### src/rtl/inst_prefetch_queue_if.sv
// rtl/inst_prefetch_queue_if.sv - fetch-side and IF-side signal bundle of the prefetch queue
//
// master: the prefetch queue (drives IF head entry and memory request)
// slave : the surrounding pipeline/memory (drives redirect, if_ready, memory response)
//   redirect/redirect_pc : flush and restart fetch at a new PC
//   if_ready/if_valid/if_pc/if_inst : head-entry handshake towards IF
//   mem_req/mem_addr/mem_ack/mem_rdata : single-outstanding fetch port
interface inst_prefetch_queue_if;
    logic        redirect;
    logic [31:0] redirect_pc;
    logic        if_ready;
    logic        if_valid;
    logic [31:0] if_pc;
    logic [31:0] if_inst;
    logic        mem_req;
    logic [31:0] mem_addr;
    logic        mem_ack;
    logic [31:0] mem_rdata;

    modport master (
        input  redirect, redirect_pc, if_ready, mem_ack, mem_rdata,
        output if_valid, if_pc, if_inst, mem_req, mem_addr
    );

    modport slave (
        output redirect, redirect_pc, if_ready, mem_ack, mem_rdata,
        input  if_valid, if_pc, if_inst, mem_req, mem_addr
    );
endinterface

### src/rtl/inst_prefetch_queue.sv
// rtl/inst_prefetch_queue.sv - instruction prefetch queue between instruction memory and IF
//
// Ports: clk, rst (synchronous, active-high), bus (inst_prefetch_queue_if.master).
// Parameters: DEPTH (power of 2, >=2), RESET_PC (first fetch address).
// Optional feature macro: PREFETCH_BYPASS_EN - when the queue is empty, an ack in WAIT
// is forwarded combinationally to IF in the same cycle.
module inst_prefetch_queue #(
    parameter int          DEPTH    = 4,
    parameter logic [31:0] RESET_PC = 32'h0
) (
    input  logic                      clk,
    input  logic                      rst,
    inst_prefetch_queue_if.master     bus
);
    localparam int           AW   = $clog2(DEPTH);
    localparam logic [AW:0]  FULL = (AW+1)'(DEPTH);

    typedef enum logic [1:0] {IDLE, WAIT, DROP} state_t;

    state_t      state;
    logic        mem_req_r;
    logic [31:0] mem_addr_r;
    logic [31:0] saved_pc;
    logic [31:0] q_pc   [DEPTH];
    logic [31:0] q_inst [DEPTH];
    logic [AW-1:0] rd_ptr;
    logic [AW-1:0] wr_ptr;
    logic [AW:0]   count;
    logic [AW:0]   count_next;

    logic [31:0] rpc;
    logic        q_valid;
    logic        ack_in_wait;
    logic        bypass_hit;
    logic        push;
    logic        pop;

    assign rpc         = {bus.redirect_pc[31:2], 2'b00};
    assign q_valid     = (count != '0);
    assign ack_in_wait = (state == WAIT) && bus.mem_ack;

`ifdef PREFETCH_BYPASS_EN
    // Empty queue: the returning word goes straight to IF; it is stored only if IF stalls.
    assign bypass_hit = !q_valid && ack_in_wait && !bus.redirect;
    assign push       = ack_in_wait && !bus.redirect && !(bypass_hit && bus.if_ready);
`else
    assign bypass_hit = 1'b0;
    assign push       = ack_in_wait && !bus.redirect;
`endif

    // A redirect flushes the queue, so a same-cycle handshake must not advance rd_ptr.
    assign pop        = q_valid && bus.if_ready && !bus.redirect;
    assign count_next = count + (AW+1)'(push) - (AW+1)'(pop);

    always_comb begin
        bus.if_valid = q_valid || bypass_hit;
        bus.if_pc    = 32'h0;
        bus.if_inst  = 32'h0;
        if (q_valid) begin
            bus.if_pc   = q_pc[rd_ptr];
            bus.if_inst = q_inst[rd_ptr];
        end else if (bypass_hit) begin
            bus.if_pc   = mem_addr_r;
            bus.if_inst = bus.mem_rdata;
        end
    end

    assign bus.mem_req  = mem_req_r;
    assign bus.mem_addr = mem_addr_r;

    always_ff @(posedge clk) begin
        if (rst) begin
            state      <= IDLE;
            mem_req_r  <= 1'b0;
            mem_addr_r <= RESET_PC;
            saved_pc   <= RESET_PC;
            count      <= '0;
            rd_ptr     <= '0;
            wr_ptr     <= '0;
        end else begin
            if (bus.redirect) begin
                count  <= '0;
                rd_ptr <= '0;
                wr_ptr <= '0;
            end else begin
                if (push) begin
                    q_pc[wr_ptr]   <= mem_addr_r;
                    q_inst[wr_ptr] <= bus.mem_rdata;
                    wr_ptr         <= wr_ptr + AW'(1);
                end
                if (pop) begin
                    rd_ptr <= rd_ptr + AW'(1);
                end
                count <= count_next;
            end

            case (state)
                IDLE: begin
                    if (bus.redirect) begin
                        mem_addr_r <= rpc;
                        state      <= WAIT;
                        mem_req_r  <= 1'b1;
                    end else if (count < FULL) begin
                        state     <= WAIT;
                        mem_req_r <= 1'b1;
                    end
                end
                WAIT: begin
                    if (bus.redirect) begin
                        if (bus.mem_ack) begin
                            mem_addr_r <= rpc;
                        end else begin
                            // Request cannot be retracted: keep address, drop its data later.
                            saved_pc <= rpc;
                            state    <= DROP;
                        end
                    end else if (bus.mem_ack) begin
                        mem_addr_r <= mem_addr_r + 32'd4;
                        // Only issue the next request while a slot is guaranteed for it.
                        if (count_next >= FULL) begin
                            state     <= IDLE;
                            mem_req_r <= 1'b0;
                        end
                    end
                end
                DROP: begin
                    if (bus.mem_ack) begin
                        mem_addr_r <= bus.redirect ? rpc : saved_pc;
                        state      <= WAIT;
                    end else if (bus.redirect) begin
                        saved_pc <= rpc;
                    end
                end
                default: begin
                    state     <= IDLE;
                    mem_req_r <= 1'b0;
                end
            endcase
        end
    end
endmodule

### src/flat_wrapper.sv
// flat-port wrapper written by rule: the top's interface ports become plain ports
module inst_prefetch_queue_flat 
#(
    parameter int          DEPTH    = 4,
    parameter logic [31:0] RESET_PC = 32'h0
)
  (clk, rst, bus_redirect, bus_redirect_pc, bus_if_ready, bus_mem_ack, bus_mem_rdata, bus_if_valid, bus_if_pc, bus_if_inst, bus_mem_req, bus_mem_addr);
  inst_prefetch_queue_if bus_i ();
  input  logic clk;
  input  logic rst;
  input wire logic [$bits(bus_i.redirect)-1:0] bus_redirect;
  input wire logic [$bits(bus_i.redirect_pc)-1:0] bus_redirect_pc;
  input wire logic [$bits(bus_i.if_ready)-1:0] bus_if_ready;
  input wire logic [$bits(bus_i.mem_ack)-1:0] bus_mem_ack;
  input wire logic [$bits(bus_i.mem_rdata)-1:0] bus_mem_rdata;
  output wire logic [$bits(bus_i.if_valid)-1:0] bus_if_valid;
  output wire logic [$bits(bus_i.if_pc)-1:0] bus_if_pc;
  output wire logic [$bits(bus_i.if_inst)-1:0] bus_if_inst;
  output wire logic [$bits(bus_i.mem_req)-1:0] bus_mem_req;
  output wire logic [$bits(bus_i.mem_addr)-1:0] bus_mem_addr;
  assign bus_i.redirect = bus_redirect;
  assign bus_i.redirect_pc = bus_redirect_pc;
  assign bus_i.if_ready = bus_if_ready;
  assign bus_i.mem_ack = bus_mem_ack;
  assign bus_i.mem_rdata = bus_mem_rdata;
  assign bus_if_valid = bus_i.if_valid;
  assign bus_if_pc = bus_i.if_pc;
  assign bus_if_inst = bus_i.if_inst;
  assign bus_mem_req = bus_i.mem_req;
  assign bus_mem_addr = bus_i.mem_addr;
  inst_prefetch_queue #(.DEPTH(DEPTH), .RESET_PC(RESET_PC)) u_core (.clk(clk), .rst(rst), .bus(bus_i));
endmodule
### config.mk
export PLATFORM = sky130hd
export DESIGN_NAME = inst_prefetch_queue_flat
export DESIGN_NICKNAME = d
export VERILOG_FILES = /design/src/rtl/inst_prefetch_queue_if.sv /design/src/rtl/inst_prefetch_queue.sv /design/src/flat_wrapper.sv
export SDC_FILE = /design/constraint.sdc
export NUM_CORES = 1
export LEC_CHECK = 0
export ABC_AREA = 1
export BUFFER_PORTS_ARGS = -buffer_cell sky130_fd_sc_hd__buf_2
export CORE_AREA = 2 2 167 169
export DETAILED_ROUTE_END_ITERATION = 7
export DIE_AREA = 0 0 169 171
export PLACE_DENSITY = 0.75
export SLEW_MARGIN = 10
export SYNTH_ARGS = -nofsm -noshare
export SYNTH_HDL_FRONTEND = slang
export SYNTH_SLANG_ARGS = --single-unit
export TNS_END_PERCENT = 20
### constraint.sdc
create_clock -name clk -period 8.27 [get_ports clk]
set_input_delay 0.4135 -clock clk [delete_from_list [all_inputs] [get_ports clk]]
set_output_delay 0.4135 -clock clk [all_outputs]
set_load 0.02 [all_outputs]
Yosys cells after proc, flatten, opt, wreduce, memory -nomap -nowiden
Memory sizes are Yosys's and may differ from the RTL's. A register that Yosys moved wholly into a read port is not among the register bits.
Index checks and enable logic that the tools add are counted.
Operators by class
  $lt $le $gt $ge: 2
  reductions and logical operators: 14
  mux-type cells: 35
  bitwise operators: 1
  equal/unequal tests: 14
  $add $sub $neg: 5
Operator list (count)
  two-way mux 32 bit: 11
  one-hot mux 32 bit (3 select lines): 1
  one-hot mux 32 bit (2 select lines): 1
  adder 32 x 3 -> 32 bit (second input constant): 1
  two-way mux 2 bit: 11
  != test 2 bit (second input constant): 8
  AND reduction 5 bit: 2
  two-way mux 1 bit: 9
  != test 3 bit (second input constant): 3
  AND reduction 4 bit: 2
  one-hot mux 2 bit (3 select lines): 1
  nonzero test 3 bit: 2
  adder 2 x 1 -> 2 bit (second input constant): 2
  logical AND 1 bit: 4
  adder 3 x 1 -> 3 bit: 1
  greater-or-equal comparator 3 bit (second input constant): 1
  < comparator 3 bit (second input constant): 1
  != test 3 x 2 -> 1 bit (second input constant): 1
  one-hot mux 1 bit (3 select lines): 1
  subtractor 3 x 1 -> 3 bit: 1
  == test 2 x 1 -> 1 bit (second input constant): 1
  == test 2 bit (second input constant): 1
  zero test 2 bit: 1
  nonzero test 2 bit: 1
  other kinds (3): 3
Word-level totals
  memories: 2
  memory bits (writable): 256
  input port bits: 69
  output and inout port bits: 98
  flip-flop bits (word level): 74
Memory list
  u_core.q_inst: words 4, width 32, read ports 1, clocked after Yosys merged registers in 1, wr ports 1, line inst_prefetch_queue.sv:25  | logic [31:0] q_inst [DEPTH];
  u_core.q_pc: words 4, width 32, read ports 1, clocked after Yosys merged registers in 1, wr ports 1, line inst_prefetch_queue.sv:24  | logic [31:0] q_pc [DEPTH];

Logic depth before layout (Yosys ltp)
Gate-level depths: netlist of the first run.
  depth in word-level cells: 10
  depth in mapped cells: 16
  depth with buffers taken out: 16

Least setup slack after synthesis of the first run
Ideal clock, no wire load.
  path kind: reg2reg
  start point: register u_core.state[1]
  end point: memory u_core.q_inst[0][0] (enable)
  cell stages (with the launch flop): 7
  period minus slack after synthesis: 4201 ps
  arrival time: 3714 ps
  required time: 7784 ps
  setup slack: 4069 ps
  library setup time: 486 ps
  cells stage by stage: dfxtp_1 inv_1 ha_1 nand2_1 nor2_1 nand2_1 nor2_1
On the way
  word-level cells in the longest chain between the ends: 7
RTL lines
  start: declaration: line inst_prefetch_queue.sv:20  | state_t state;
  start signal: assignment: line inst_prefetch_queue.sv:73  | state <= IDLE;
  start signal: assignment: line inst_prefetch_queue.sv:101  | state <= WAIT;
  start signal: assignment: line inst_prefetch_queue.sv:104  | state <= WAIT;
  == test 2 x 1 -> 1 bit: line inst_prefetch_queue.sv:40  | assign ack_in_wait = (state == WAIT) && bus.mem_ack;
  logical AND 1 bit: line inst_prefetch_queue.sv:40
  logical AND 1 bit: line inst_prefetch_queue.sv:48  | assign push = ack_in_wait && !bus.redirect;
  two-way mux 1 bit: line inst_prefetch_queue.sv:86  | if (push) begin
  two-way mux 1 bit: line inst_prefetch_queue.sv:81  | if (bus.redirect) begin
  two-way mux 1 bit: line inst_prefetch_queue.sv:72  | if (rst) begin
  two-way mux 1 bit (implied by the code): line inst_prefetch_queue.sv:88  | q_inst[wr_ptr] <= bus.mem_rdata;
  end: declaration: line inst_prefetch_queue.sv:25
Every way passes these cells.

==> results.yml, run 1 <==
cts:
  ctsHtreeMaxLevel: 2
  cts_resized: 0
  cts.sinks: 332
  clk-insertion-delay-late_ps: 520
  clk_path_buf_depth: 3
  path_clk_slew_ps: 60
  numCtsBuffers: 36
  root_buffer: "clkbuf_16"
  cts_tree: "done"
  cts_setup_buffers: 0
  cts_hold_buffers: 0
routing:
  routed_via_density: 5.61
  dr.pass1.iters: 5
  final_antenna_net_count: 0
  drcViolationCount: 0
  finalWirelength_um: 36000
  wl_per_cell_um: 17.8
  routed-via-count: 11300
  drtIter0Drc: 1099
setup_path:
  r2r_cells: 17
  start_kind: "flip-flop"
  cp-end-kind: "output pin"
  worstReg2RegStart: "u_core.count[1]"
  path_class: "reg2out"
  crit_path_max_fanout: 65
  crit_path_end: "bus_if_inst[29]"
  r2r_end: "u_core.state[1]"
  cp.arrival_ps: 3140
  critPathRequiredTime_ps: 7860
  reg2reg_slack_ps: 4870
final_layout:
  final_util_pct: 61.3
  areaGrowthSynthToFinish_pct: 14.4
  nets: 1730
  layout-drive-gt1-share_pct: 15.4
  final.fill_count: 2225
synth:
  synth_area_leader_cell: "edfxtp_1"
  syn_area_per_cell_um2: 9.63
  yosysTopAreaCellShare_pct: 52.5
  synthTopCellsByArea: "edfxtp_1 52%, dfxtp_1 10%, nor2_1 8.9%, o21ai_0 7.6%, a21oi_1 7.1%"
  synth_seq_area_share_pct: 62.9
  syn_inst: 1521
  synth_nets: 1602
  synthesis.area_um2: 14600
  ys_types: 34
  ys.flop_type: "edfxtp_1"
  ys_warn_count: 0
  ys_ff_latch: 332
  synth_edf_count: 256
  async_flop_share_pct: 0
power:
  clkPwrFrac_pct: 36.2
  p_per_area_nw_per_um2: 244
  p_comb_share_pct: 13.5
  switching_share_pct: 28.3
  internal_power_mw: 2.93
  peakVddDrop_mv: 0.226
  power_frac_seq_pct: 50.4
  power.switching_mw: 1.15
  p_leak_nw: 6.32
sta:
  setup_viol: 0
  hold_viol: 0
  finalMaxSlewViolations: 0
  fin_crit_ps: 3550
  clock_skew_ps: 10.3
  fmax_mhz: 282
  final.setup.tns_ps: 0
  period_share_pct: 42.9
  worst_pin_slew_ps: 1140
  fin_ws_ps: 4720
  grt_setup_unrepaired: "false"
  slew_headroom_pct: 23.8
floorplanning:
  die_w_um: 169
  die_h_um: 171
  dieArea_um2: 28900
  initial_core_util_pct: 53.6
  core_region_area_um2: 27300
  pin_count: 167
  rows: 61
place:
  place_ws_ps: 4490
  io_buffers: 164
  gp_congestion: 0.854
  dp_hpwl_um: 20500
global_routing:
  antenna_found_initial: 0
  grt_max_degree: 129
  overflow: 0
  grt_pass1_wl_um: 55000
  grt_pass1_vias: 10500
  grtUsageTotal_pct: 24.2
status:
  status: "finished clean"
flow_run:
  cap_violations: 0
min_path:
  hp-class: "in2reg"
-- registers in the layout, indices dropped and copies added, names as in the netlist, named ones only --
name and flops:
u_core.q_inst 128, u_core.state 2, u_core.bus.mem_addr 32, u_core.wr_ptr 2
u_core.q_pc 128, u_core.rd_ptr 2, u_core.bus.mem_req 1, u_core.saved_pc 32
u_core.count 3
-- critical path, stage by stage (launching register included) --
cell and delay, ps:
dfxtp_2 310, buf_4 660, inv_2 450, buf_4 450
nor2_1 160, o21ai_0 110, a21oi_1 230, buf_2 200
-- metal layers --
metal	wire length, um	vias up	global-route usage, %	share of wire, %
met5	0	-	0	0
met1	15300	5342	32.6	43
met4	881	0	7.62	2.4
met2	17100	442	40.9	48
li1	-	5500	-	-
met3	2700	65	3.61	7.5
-- worst min path at each step --
stage / start / end / slack, ps / cells past startpoint
after floorplan: u_core.rd_ptr[1] / flip-flop / 440 / 2
after global placement: u_core.rd_ptr[1] / flip-flop / 450 / 2
after detailed placement: u_core.rd_ptr[1] / flip-flop / 450 / 2
after CTS: bus_mem_rdata[28] / u_core.q_inst[0][28] / 80 / 1
after global routing: bus_mem_rdata[18] / u_core.q_inst[1][18] / 90 / 1
final: bus_mem_rdata[18] / u_core.q_inst[1][18] / 100 / 1
-- synthesized netlist by cell type (8+ instances only) --
cell type	n
buf_1	10
a21oi_1	207
nand3_1	29
dfxtp_1	76
ha_1	11
clkbuf_1	47
xor2_1	8
buf_2	31
nor2_1	347
nand2_1	148
o21ai_0	223
inv_2	8
inv_1	65
edfxtp_1	256
a211oi_1	10
-- power by group through the flow --
stage               clock network (mW)  logic, mW  registers, mW
floorplan                            0      0.336           2.08
global placement                     0      0.532           2.08
detailed placement                   0      0.543           2.08
CTS                               1.50      0.546           2.05
global route                      1.57      0.609           2.07
finish                            1.48      0.549           2.06
-- logic make-up (layout without fill, tap and decap cells) --
| family | count (synthesis) | count (layout) | share of synthesized area [%] |
|---|---|---|---|
| AND/OR/NAND/NOR | 549 | 549 | 15.1 |
| adder cells (fa/ha/maj) | 12 | 12 | 1.08 |
| other | 0 | 1 | 0 |
| XOR/XNOR | 9 | 9 | 0.538 |
| flip-flops | 332 | 332 | 62.9 |
| AO/OA/AOI/OAI | 457 | 457 | 16.0 |
| buffers and inverters | 162 | 316 | 4.42 |
-- stage by stage --
stage / instances / power (mW) / area, um^2 / hold slack, ps
CTS: 2021 / 4.10 / 16800 / 80.7
floorplan: 1521 / 2.42 / 14600 / 436
global route: 2021 / 4.24 / 16800 / 90.5
finish: 2022 / 4.08 / 16800 / 102
detailed placement: 1957 / 2.63 / 15700 / 454
global placement: 1957 / 2.61 / 15700 / 445
-- cell usage in the layout, fill, tap and decap left out, types with 2 or more instances in the layout --
master and count:
edfxtp_1 256, and2_1 2, o211ai_1 3, clkbuf_16 36, o21ai_1 6, a211oi_1 10, nor3_1 2, ha_1 11
inv_2 8, o21ai_0 223, a21oi_1 207, buf_4 14, clkinv_2 4, clkbuf_1 10, nand3b_1 2, nand2_1 148
nand3_1 29, clkinv_1 10, xor2_1 8, o21bai_1 3, buf_2 164, nor2_4 10, nand2_2 6, nor2_1 342
inv_1 65, dfxtp_1 74, nor2_2 5
-- cell type report --
class / count / area (um^2) / share of cell area, %
flip-flops and latches: 332 / 9210 / 55.0
multi-input cells: 1027 / 4830 / 28.8
clock buffers: 46 / 938 / 5.60
repair buffers: 178 / 926 / 5.53
well taps: 346 / 433 / 2.58
inverters: 74 / 278 / 1.66
clock inverters: 18 / 136 / 0.814
diodes: 1 / 2.50 / 0.0149
Power figures use the tool's default switching activity.
==> run 2, diff against run 1 <==
==> constraint.sdc (replaced) <==
create_clock -name clk -period 3.5 [get_ports clk]
set_input_delay 0.175 -clock clk [delete_from_list [all_inputs] [get_ports clk]]
set_output_delay 0.175 -clock clk [all_outputs]
set_load 0.02 [all_outputs]
==> results.yml, run 2 (synthesized netlist as in run 1, its figures left out) <==
status:
  status: "finished clean"
place:
  placed_cell_area_um2: 15800
  place_inst: 1967
  dp_hpwl_um: 21400
  gp_congestion: 0.865
  io_buffers: 164
cts:
  clk-insertion-delay-late_ps: 520
  cts.sinks: 332
  cts_hold_buffers: 61
  path_clk_slew_ps: 60
  root_buffer: "clkbuf_16"
  ctsHtreeMaxLevel: 2
  numCtsBuffers: 35
  cts_tree: "done"
  cts_resized: 0
  cts_setup_buffers: 0
  clk_path_buf_depth: 3
floorplanning:
  pin_count: 167
  initial_core_util_pct: 53.6
  dieArea_um2: 28900
  die_w_um: 169
  rows: 61
  die_h_um: 171
  core_region_area_um2: 27300
final_layout:
  final_cell_mix: "342 x nor2_1, 256 x edfxtp_1, 223 x o21ai_0, 207 x a21oi_1, 164 x buf_2"
  areaGrowthSynthToFinish_pct: 19.6
  nets: 1800
  fin_area_um2: 17500
  diodes: 0
  top_regs: "u_core.q_inst (128), u_core.q_pc (128)"
  mostFrequentLayoutCell: "nor2_1"
  final_cells: 2092
  layout-drive-gt1-share_pct: 15.7
sta:
  worst_pin_slew_ps: 862
  period_share_pct: 79.4
  setup_viol: 0
  hold_viol: 0
  clock_skew_ps: 11.0
  grt_setup_unrepaired: "false"
  fmax_mhz: 360
  fin_crit_ps: 2780
  final.setup.tns_ps: 0
  slew_headroom_pct: 42.5
  finalMaxSlewViolations: 0
min_path:
  hp-class: "in2reg"
setup_path:
  worst_path_largest_cell_delay_ps: 520
  cp.arrival_ps: 2600
  crit_path_max_fanout: 94
  cp_slowest_cell: "dfxtp_4"
  critPathRequiredTime_ps: 3320
  cp-end-kind: "output pin"
  path_class: "reg2out"
  crit_chain: "inv_2 -> buf_12 -> o21ai_0 -> a21oi_1 -> buf_2"
  start_kind: "flip-flop"
routing:
  drcViolationCount: 0
  final_antenna_net_count: 0
  drtIter0Drc: 1049
  wl_per_cell_um: 17.4
  finalWirelength_um: 36400
  dr.pass1.iters: 6
  routed_via_density: 5.54
  routed-via-count: 11600
global_routing:
  grt_pass1_vias: 11000
  overflow: 0
  grt_max_degree: 95
  antenna_found_initial: 0
  grtUsageTotal_pct: 24.8
  grt_pass1_wl_um: 56400
power:
  p_per_area_nw_per_um2: 557
  power_mw: 9.75
  peakVddDrop_mv: 0.417
  p_leak_nw: 6.66
flow_run:
  cap_violations: 0
[run 2: changes by cell type in the layout (fill, tap and decap cells not counted), moves of 4 or more]
| cell | delta |
|---|---|
| buf_12 | +4 |
| buf_4 | +6 |
| clkbuf_1 | -5 |
| clkinv_2 | +6 |
| dlygate4sd3_1 | +61 |
[run 2: report_power, final]
group          internal [mW]  leakage (nW)  switching, mW
Combinational          0.468          3.17          0.917
Sequential              4.53          2.94          0.331
Clock                   2.06         0.548           1.45
Total                   7.05          6.66           2.70
[run 2: worst max-delay path: cells and delay by family, from the launching register on]
kind,cells,cell delay (ps)
flops,1,520
compound gates,2,410
buf+inv,3,1090
[run 2: stage by stage]
step                      hold slack [ps]  util [%]  setup WS, ps
after detailed placement              390      57.8           801
after global placement                387      57.8           873
after CTS                            11.6      64.1           720
final                                24.5      64.1           721
after floorplan                       274         -          -701
after global routing                 41.4      64.1           505
[run 2: path summary, 6_finish.rpt]
path                       start             endpoint  slack [ps]  depth (start not counted)
max                    flip-flop        bus_if_pc[19]         720                          5
min          bus_redirect_pc[22]  u_core.saved_pc[22]          20                          3
max reg2reg      u_core.count[1]      u_core.state[1]         860                         16
min reg2reg   u_core.saved_pc[0]   u_core.saved_pc[0]         470                          2
[run 2: final cells by class]
type                            instances  area [um^2]
Tap cell                              346          433
Inverter                               74          278
Clock buffer                           42          933
Multi-Input combinational cell       1027         4830
Sequential cell                       332         9210
Clock inverter                         22          165
Fill cell                            2167         9810
Timing Repair Buffer                  249         1660
[run 2: layer usage]
layer	vias to the layer above	global-route usage [%]	wire (um)
li1	5642	-	-
met1	5456	32.0	15200
met2	439	43.3	17700
met3	62	3.98	2820
met4	0	7.66	710
met5	-	0	0
==> run 3, diff against run 2 <==
--- a/config.mk
+++ b/config.mk
@@ -5,12 +5,12 @@
 export SDC_FILE = /design/constraint.sdc
 export NUM_CORES = 1
 export LEC_CHECK = 0
-export ABC_AREA = 1
+export ABC_AREA = 0
 export BUFFER_PORTS_ARGS = -buffer_cell sky130_fd_sc_hd__buf_2
 export CORE_AREA = 2 2 167 169
 export DETAILED_ROUTE_END_ITERATION = 7
 export DIE_AREA = 0 0 169 171
-export PLACE_DENSITY = 0.75
+export PLACE_DENSITY = 0.74
 export SLEW_MARGIN = 10
 export SYNTH_ARGS = -nofsm -noshare
 export SYNTH_HDL_FRONTEND = slang
==> constraint.sdc (replaced) <==
create_clock -name clk -period 2.4 [get_ports clk]
set_input_delay 0.12 -clock clk [delete_from_list [all_inputs] [get_ports clk]]
set_output_delay 0.12 -clock clk [all_outputs]
set_load 0.02 [all_outputs]
==> results.yml, run 3 <==
synth:
  synthesis.area_um2: 13800
  synth_commonest_cells: "256 x edfxtp_1, 80 x nand2_1, 76 x dfxtp_1, 68 x and2_1, 64 x mux4_2"
  ys_ff_latch: 332
  syn_inst: 940
  ys_types: 67
  synth_nets: 1021
  ys.flop_type: "edfxtp_1"
  ys_warn_count: 0
  yosysTopAreaCellShare_pct: 55.5
  async_flop_share_pct: 0
  synth.most_common_cell: "edfxtp_1"
  synth_edf_count: 256
  synth_seq_area_share_pct: 66.5
  synth_area_leader_cell: "edfxtp_1"
  syn_area_per_cell_um2: 14.7
  synthTopCellsByArea: "edfxtp_1 56%, dfxtp_1 11%, mux4_2 10%, and2_1 3.1%, nand2_1 2.2%"
sta:
  slew_headroom_pct: 49.6
  fin_ws_ps: -556
  fmax_mhz: 338
  period_share_pct: 123
  hold_viol: 0
  fin_crit_ps: 2960
  setup_viol: 3
  worst_pin_slew_ps: 756
  clock_skew_ps: 13.7
  grt_setup_unrepaired: "true"
  finalMaxSlewViolations: 0
final_layout:
  layout-drive-gt1-share_pct: 31.5
  seqCellArea_um2: 9220
  mostFrequentLayoutCell: "edfxtp_1"
  diodes: 0
  final.fill_count: 2015
  top_regs: "u_core.q_inst (128), u_core.q_pc (128)"
  multi_input_area_um2: 4350
  fin_area_um2: 17300
  final_util_pct: 63.4
  final_cells: 1600
  final_cell_mix: "256 x edfxtp_1, 164 x buf_2, 79 x nand2_1, 75 x buf_4, 73 x dfxtp_1"
  nets: 1310
  areaGrowthSynthToFinish_pct: 25.1
floorplanning:
  initial_core_util_pct: 50.7
  die_h_um: 171
  rows: 61
  die_w_um: 169
  core_region_area_um2: 27300
  dieArea_um2: 28900
  pin_count: 167
routing:
  routed-via-count: 9206
  final_antenna_net_count: 0
  drtIter0Drc: 912
  drcViolationCount: 0
  dr.pass1.iters: 6
  routed_via_density: 5.75
  wl_per_cell_um: 20.1
  finalWirelength_um: 32200
cts:
  root_buffer: "clkbuf_16"
  clk-insertion-delay-late_ps: 510
  clk_path_buf_depth: 3
  numCtsBuffers: 36
  ctsHtreeMaxLevel: 2
  cts_tree: "done"
  path_clk_slew_ps: 50
  cts.sinks: 332
place:
  gp_congestion: 0.839
  placed_cell_area_um2: 15600
  place_inst: 1474
  dp_hpwl_um: 20700
  io_buffers: 164
power:
  p_leak_nw: 6.27
  peakVddDrop_mv: 0.656
  power_mw: 15.8
  p_per_area_nw_per_um2: 911
setup_path:
  r2r_end: "u_core.state[0]"
  critPathRequiredTime_ps: 2830
  worstReg2RegStart: "u_core.count[1]"
  r2r_cells: 12
  reg2reg_slack_ps: -560
  cp-end-kind: "flip-flop"
  path_class: "reg2reg"
  start_kind: "flip-flop"
  crit_path_max_fanout: 2
  cp.arrival_ps: 3390
min_path:
  holdCritStartpoint: "bus_mem_ack"
  worstHoldEndpoint: "u_core.wr_ptr[1]"
  hp-class: "in2reg"
  holdPathStages: 4
global_routing:
  grt_max_degree: 70
  grt_pass1_vias: 9100
  grtUsageTotal_pct: 22.3
  overflow: 0
  antenna_found_initial: 0
  grt_pass1_wl_um: 49800
flow_run:
  cap_violations: 0
status:
  violations: "setup timing"
  status: "complete, but fails checks"
-- run 3: changes by cell type after synthesis, sizes merged, moves of 13 or more --
cell / before / now
nand3: 29 / 16
and2: 2 / 70
nor2: 358 / 42
mux4: 0 / 64
buf: 41 / 11
o21ai: 230 / 37
a21oi: 207 / 55
nand2: 155 / 80
inv: 73 / 20
-- run 3: cells by family after synthesis --
group           after synthesis  share of synthesized area, %
flops                       332                          66.5
simple gates                273                          10.6
compound gates              164                          7.65
buf+inv                      80                          2.54
mux                          71                          10.9
fa+ha+maj                    12                          1.14
xor+xnor                      8                         0.606
-- run 3: repair_timing --
action / CTS / global route
gates resized for setup: 5 / 9
setup endpoints to repair: 3 / 17
hold endpoints to repair: 167 / 0
setup buffers: 2 / 0
hold buffers: 62 / 0
pin swaps: 6 / 4
-- run 3: critical path: stages, from the launching register on --
cell     delay (ps)
dfxtp_2         320
or3_4           390
and3b_1         190
ha_1            270
inv_1            60
ha_2            170
inv_2            40
fa_2            320
xnor3_1         220
o31ai_2         280
o21ai_1         120
or3_1           370
a21oi_2         130
-- run 3: through the flow --
| stage | setup slack, ps | hold WS (ps) | setup TNS (ps) |
|---|---|---|---|
| after floorplan | -684 | 219 | -88870 |
| after global placement | -607 | 334 | -1530 |
| after detailed placement | -747 | 341 | -1930 |
| after CTS | -532 | 57.7 | -1380 |
| after global routing | -699 | 82.2 | -1760 |
| final | -556 | 86.2 | -1390 |
-- run 3: worst max-delay path by stage --
stage / cells after the start / to / from / slack, ps
6_report: 12 / u_core.state[0] / u_core.count[1] / -560
5_1_grt: 12 / u_core.state[0] / u_core.count[1] / -700
4_1_cts: 12 / u_core.state[0] / u_core.count[1] / -530
3_5_place_dp: 12 / u_core.state[0] / u_core.count[1] / -750
3_3_place_gp: 12 / u_core.state[0] / u_core.count[1] / -610
2_1_floorplan: 6 / u_core.q_inst[2][0] / u_core.state[1] / -680
-- run 3: metal layers --
layer | routed length, um | vias up | GRT usage, %
li1 | - | 4223 | -
met1 | 13800 | 4585 | 30.6
met2 | 15900 | 352 | 37.7
met3 | 1870 | 46 | 3.31
met4 | 624 | 0 | 5.83
met5 | 0 | - | 0
-- run 3: area by class of cell --
cell class / instances / area share, %
sequential: 332 / 53.2
timing repair buffer: 311 / 12.7
multi-input combinational: 528 / 25.1
inverter: 20 / 0.434
clock inverter: 17 / 0.513
tap: 346 / 2.50
clock buffer: 46 / 5.54
-- run 3: where the power goes --
group / switching, mW / internal [mW]
Clock: 2.12 / 2.83
Sequential: 0.384 / 6.77
Combinational: 2.25 / 1.44
